## config.mk

```make
export PLATFORM = sky130hd
export DESIGN_NAME = seq_calc_alu
export DESIGN_NICKNAME = d
export VERILOG_FILES = /design/src/rtl/seq_calc_alu.sv
export SDC_FILE = /design/constraint.sdc
export NUM_CORES = 1
export LEC_CHECK = 0
export ABC_AREA = 1
export BUFFER_PORTS_ARGS = -buffer_cell sky130_fd_sc_hd__buf_2
export CAP_MARGIN = 10
export CORE_AREA = 2 2 172 174
export CTS_CLUSTER_SIZE = 25
export DETAILED_ROUTE_END_ITERATION = 16
export DIE_AREA = 0 0 174 176
export PLACE_DENSITY = 0.62
export SYNTH_ARGS = -nofsm -noshare
export SYNTH_HDL_FRONTEND = slang
export SYNTH_SLANG_ARGS = --single-unit
```

## constraint.sdc

```tcl
create_clock -name clk -period 2.5 [get_ports clk]
set_input_delay 0.5 -clock clk [delete_from_list [all_inputs] [get_ports clk]]
set_output_delay 0.5 -clock clk [all_outputs]
set_load 0.1 [all_outputs]
```

## src/rtl/seq_calc_alu.sv

```systemverilog
// Multi-cycle unsigned add/sub/mul/div engine with a start/busy/done handshake.
// Mul is radix-2 shift-add and div is restoring; both take WIDTH cycles.
module seq_calc_alu #(
  parameter int WIDTH = 16
) (
  input  logic             clk,
  input  logic             rst_n,
  input  logic             start,
  input  logic [WIDTH-1:0] num1,
  input  logic [WIDTH-1:0] num2,
  input  logic [1:0]       op,
  output logic             busy,
  output logic             done,
  output logic [WIDTH-1:0] res,
  output logic [WIDTH-1:0] rem,
  output logic             isValid
);
  typedef enum logic [1:0] {IDLE, RUN, DONE} state_t;
  localparam int CW = $clog2(WIDTH + 1);

  state_t           state;
  logic [1:0]       op_q;
  logic [CW-1:0]    cnt;
  logic             dz;
  logic [WIDTH-1:0] a_q, b_q;
  logic [2*WIDTH-1:0] mcand, prod;
  logic [WIDTH-1:0] mplier, r_acc, q_acc;

  logic             accept;
  logic [WIDTH:0]   sum;
  logic [2*WIDTH-1:0] prod_nxt;
  logic [WIDTH:0]   shifted;
  logic [WIDTH-1:0] diff, r_nxt, q_nxt;
  logic             ge;

  assign accept   = start && (state != RUN);
  assign busy     = (state == RUN);
  assign done     = (state == DONE);
  assign sum      = {1'b0, a_q} + {1'b0, b_q};
  assign prod_nxt = prod + (mplier[0] ? mcand : '0);

  // Partial remainder is always < divisor, so the low WIDTH bits of the
  // difference are exact whenever the trial subtraction succeeds.
  assign shifted  = {r_acc, q_acc[WIDTH-1]};
  assign ge       = (shifted >= {1'b0, b_q});
  assign diff     = shifted[WIDTH-1:0] - b_q;
  assign r_nxt    = ge ? diff : shifted[WIDTH-1:0];
  assign q_nxt    = {q_acc[WIDTH-2:0], ge};

  always_ff @(posedge clk or negedge rst_n) begin
    if (!rst_n) begin
      state   <= IDLE;
      op_q    <= '0;
      cnt     <= '0;
      dz      <= 1'b0;
      a_q     <= '0;
      b_q     <= '0;
      mcand   <= '0;
      prod    <= '0;
      mplier  <= '0;
      r_acc   <= '0;
      q_acc   <= '0;
      res     <= '0;
      rem     <= '0;
      isValid <= 1'b0;
    end else if (accept) begin
      state  <= RUN;
      op_q   <= op;
      a_q    <= num1;
      b_q    <= num2;
      mcand  <= {{WIDTH{1'b0}}, num1};
      mplier <= num2;
      prod   <= '0;
      r_acc  <= '0;
      q_acc  <= num1;
      dz     <= (op == 2'b11) && (num2 == '0);
      // Iterative ops run WIDTH edges; add/sub and div-by-zero finish in one.
      cnt    <= (op[1] && !((op == 2'b11) && (num2 == '0))) ? CW'(WIDTH - 1) : '0;
    end else begin
      case (state)
        RUN: begin
          prod   <= prod_nxt;
          mcand  <= mcand << 1;
          mplier <= mplier >> 1;
          r_acc  <= r_nxt;
          q_acc  <= q_nxt;
          cnt    <= cnt - CW'(1);
          if (cnt == '0) begin
            state <= DONE;
            case (op_q)
              2'b00: begin
                res     <= sum[WIDTH-1:0];
                rem     <= '0;
                isValid <= ~sum[WIDTH];
              end
              2'b01: begin
                res     <= a_q - b_q;
                rem     <= '0;
                isValid <= (a_q >= b_q);
              end
              2'b10: begin
                res     <= prod_nxt[WIDTH-1:0];
                rem     <= '0;
                isValid <= (prod_nxt[2*WIDTH-1:WIDTH] == '0);
              end
              default: begin
                if (dz) begin
                  res     <= '1;
                  rem     <= a_q;
                  isValid <= 1'b0;
                end else begin
                  res     <= q_nxt;
                  rem     <= r_nxt;
                  isValid <= 1'b1;
                end
              end
            endcase
          end
        end
        DONE:    state <= IDLE;
        default: state <= IDLE;
      endcase
    end
  end
endmodule
```

==> results <==
- The proportion of layout cells with a drive suffix above 1 is 21.65%.
- The source-to-sink clock delay at the later pin of the worst-skew pair is 0.46 ns.
- The most prevalent standard cell on the critical path is sky130_fd_sc_hd__nand2_1.
- The total negative slack for setup checks is -0.2863 ns.
- The wire length after detailed routing is 43.79 mm.
- The count of buffers added on input and output ports is 71.
- Global routing used 28.56% of the available tracks across all layers.
- TritonCTS built the clock tree.
- In this design, the stage delay of the slowest critical-path cell is 0.47 ns.
- In this run the worst hold path is classified as in2reg.
- Summing over every cut layer, the via total after detailed routing is 12,760.
- Counting flops with an async set or reset pin after synthesis yields a share of 100.0%.
- After detailed routing, the number of vias per cell comes to 5.282.
- The first-iteration detailed-routing DRC count is 723.
- The H-tree was split into 4 levels.
- At the end of routability-driven placement, the weighted congestion stood at 0.9332.
- The placed instance count is 2,370.
- sky130_fd_sc_hd__dfrtp_1 takes more of the synthesized area than any other cell.
- After detailed routing, the average wire length per cell comes to 18.12 µm.
- The critical path class is reg2reg.
- The global-route wire length before repair is 67.99 mm.
- The post-layout minimum cycle time is 2.610 ns.
- In this run the cell area of the synthesized design comes to 12,710 µm².
- Counting flops and latches in the post-synthesis netlist gives 187.
- The remaining antenna violation count after routing is 0.
- The transition time at the pin with the least slew margin is 0.7647 ns.
- The synthesized net count is 1,939.
- The effective utilization at floorplan is 44.52%.
- For the worst setup path, the data required time is 2.85 ns.
- The post-synthesis sequential area ratio is 36.82%.
- The number of remaining DRC errors is 0.
- The highest fanout seen on the critical path is 12.
- In the synthesized netlist the dominant register cell turns out to be sky130_fd_sc_hd__dfrtp_1.
- The number of global-route vias before repair is 12,420.
- In this run the clock root is driven by a sky130_fd_sc_hd__clkbuf_16.
- The number of distinct standard cells referenced by the synthesized netlist is 43.
- The max-capacitance violation count is 0.
- Setup violations remaining at the end of the flow were counted as 4.
- The number of sinks handled by clock tree synthesis is 187.
- Relative to the synthesized area, the layout overhead comes to 27.52%.
- The core area is 28,550 µm².
- The number of top-level pins is 72.
- The row count is 62.
- The number of antenna violations at the first check in global routing is 0.
- The worst-case clock buffer depth is 2.
- The run finished, with violations left.
- Between clock sinks in the finished design, the worst skew comes to 0.01376 ns.
- The final antenna diode count is 0.
- The number of cells produced by synthesis is 1,817.
- The synthesized area per cell is 6.995 µm².
- In this run, synthesis inferred 0 flip-flops with an integrated enable.
- Entering global routing, the biggest net connects 69 pins.
- The final setup slack of the worst path is -0.1104 ns.
- The number of nets in the finished design is 2,141.
- The clock slew at the register clock pins of the worst setup and hold paths is 0.08 ns.
- The die covers 30,620 µm².
- The endpoint class of the critical path is a flip-flop.
- The number of buffers created by CTS is 17.
- The worst setup path is launched from a flip-flop.
- The critical path's slowest cell is sky130_fd_sc_hd__dfrtp_2.
- For this run, the detailed router's first-pass iteration total came to 5.
- The worst-case headroom to the max-slew limit is 48.70%.
- By area the synthesized netlist is led by sky130_fd_sc_hd__dfrtp_1, sky130_fd_sc_hd__nand2_1, sky130_fd_sc_hd__inv_1.
- After layout, the worst path uses 104.4% of the clock period.
- The final reports fail on setup timing.
- The hold slack is 0.3163 ns.
- The peak clock frequency supported by timing is 383.1 MHz.
- After the flow finishes, the layout carries non-filler instances totaling 2,416.
- The proportion of netlist area held by the largest area contributor is 36.82%.
- The height of the chip is 176 µm.
- For this run the aggregate overflow at the end of global routing stands at 0.
- After legalization and detailed placement, the total HPWL measured 33.73 mm.
- Setup repair after global routing could not meet its margin everywhere.
- The count of pins over their slew limit is 0.
- The width of the chip is 174 µm.
- The Yosys step of the flow raised 0 warnings.
- The number of endpoints with negative hold slack in the final report is 0.
- Data on the critical path arrives at its endpoint at 2.96 ns.
- Traced cell by cell, the critical path runs through buf_12 > nand2_1 > inv_1 > ha_4 > fa_2 > nand3_2 > nand3_2 > nand3_1 > nand3b_1 > buf_4 > buf_4 > xor2_1 > nand2_1 > nand3_1 > o21ai_1 > nand2_1.
[layer usage]
| layer | vias up | routed length (µm) | share of wire [%] | track usage (%) |
|---|---|---|---|---|
| met2 | 353 | 21610 | 49 | 50.23 |
| met5 | - | 0 | 0 | 0 |
| met4 | 0 | 1605 | 3.7 | 10.75 |
| met3 | 77 | 1841 | 4.2 | 3.639 |
| li1 | 6248 | - | - | - |
| met1 | 6083 | 18730 | 43 | 35.99 |
[repair_timing]
action | CTS | global route
resized for setup | 41 | 172
setup buffers | 1 | 8
endpoints found under the setup margin | 26 | 59
pin swaps | 2 | 27
hold endpoints to repair | 25 | 0
hold buffers | 1 | 0
cloned | 0 | 4
[final timing paths]
kind | start | slack [ns] | cells after the start | end
max | mplier[0]$_DFFE_PN0P_ | -0.11 | 16 | res[12]$_DFFE_PN0P_
min in group asynchronous | rst_n | 0.48 | 2 | r_acc[13]$_DFFE_PN0P_
min reg2reg | res[14]$_DFFE_PN0P_ | 0.48 | 2 | res[14]$_DFFE_PN0P_
max reg2reg | mplier[0]$_DFFE_PN0P_ | -0.11 | 16 | res[12]$_DFFE_PN0P_
min | num2[0] | 0.32 | 3 | b_q[0]$_DFFE_PN0P_
max in group asynchronous | rst_n | 1.33 | 3 | prod[1]$_DFFE_PN0P_
[per-stage QoR]
step / setup WS, ns / utilization (%) / area [µm²]
CTS: -0.1059 / 53.70 / 15330
detailed placement: -0.3337 / 51.00 / 14560
global route: -0.3108 / 56.77 / 16210
finish: -0.1104 / 56.77 / 16210
floorplan: 0.1502 / - / 12710
global placement: -0.3075 / 51.00 / 14560
[final cells by class]
cell class              count  area [µm²]
clock buffers              20       446.7
inverters                 309        1162
well taps                 384       480.5
clock inverters            12       147.6
multi-input cells        1271        7533
repair buffers            233        1754
fillers                  2766       12340
flip-flops and latches    187        4682
[cell usage after synthesis (all sizes together) (5+ instances only)]
library cell / count
xnor2: 12
or2: 5
nand2: 586
a221oi: 22
inv: 305
a31oi: 6
a21oi: 105
ha: 81
o211ai: 15
nor4: 7
o221ai: 6
nand4: 12
dfrtp: 187
o21bai: 6
o22ai: 23
o21ai: 115
nor2: 108
nor3: 9
xor2: 14
clkbuf: 46
a22o: 25
nand3: 84
a21o: 6
nand3b: 7
[sequential cells by signal, summed over array words and instances (netlist names)]
register,count
a_q,16
cnt,5
mcand,32
r_acc,16
prod,32
state,2
isValid,1
op_q,2
dz,1
res,16
mplier,16
rem,16
b_q,16
q_acc,16
[critical path, delay by kind of cell (launching register included)]
kind                     cells  cell delay (ns)
buffers and inverters        4             0.53
AO/OA/AOI/OAI                1             0.12
XOR/XNOR                     1             0.15
flip-flops                   1             0.47
AND/OR/NAND/NOR              8             0.67
adder cells (fa/ha/maj)      2             0.56
[placed cells by master, fill, tap and decap left out, types with 13 or more instances in the layout]
cell,netlist,final
sky130_fd_sc_hd__inv_1,303,294
sky130_fd_sc_hd__ha_4,0,25
sky130_fd_sc_hd__nor2_2,1,15
sky130_fd_sc_hd__a21oi_1,105,93
sky130_fd_sc_hd__buf_2,2,69
sky130_fd_sc_hd__nor2_1,107,84
sky130_fd_sc_hd__dfrtp_1,187,185
sky130_fd_sc_hd__nand3_1,84,75
sky130_fd_sc_hd__nand2_2,1,49
sky130_fd_sc_hd__o21ai_2,1,14
sky130_fd_sc_hd__nand2_1,585,529
sky130_fd_sc_hd__o211ai_1,15,15
sky130_fd_sc_hd__a22o_1,25,25
sky130_fd_sc_hd__clkbuf_16,0,21
sky130_fd_sc_hd__buf_4,0,149
sky130_fd_sc_hd__o21ai_1,10,13
sky130_fd_sc_hd__ha_1,81,51
sky130_fd_sc_hd__o21ai_0,104,88
sky130_fd_sc_hd__o22ai_1,23,23
sky130_fd_sc_hd__a221oi_1,22,22
[kinds of logic (layout without fill, tap and decap cells)]
family | after synthesis | in the layout | synth area share [%]
adders and majority gates | 85 | 85 | 8.604
DFF | 187 | 187 | 36.82
xor gates and xnor gates | 26 | 26 | 1.792
AOI/OAI and AO/OA | 342 | 342 | 16.21
and+or+nand+nor | 818 | 818 | 25.83
buffers and inverters | 359 | 574 | 10.74
Power is not shown: default switching activity piles up to over one toggle a cycle in this logic, so the estimate is an artifact.
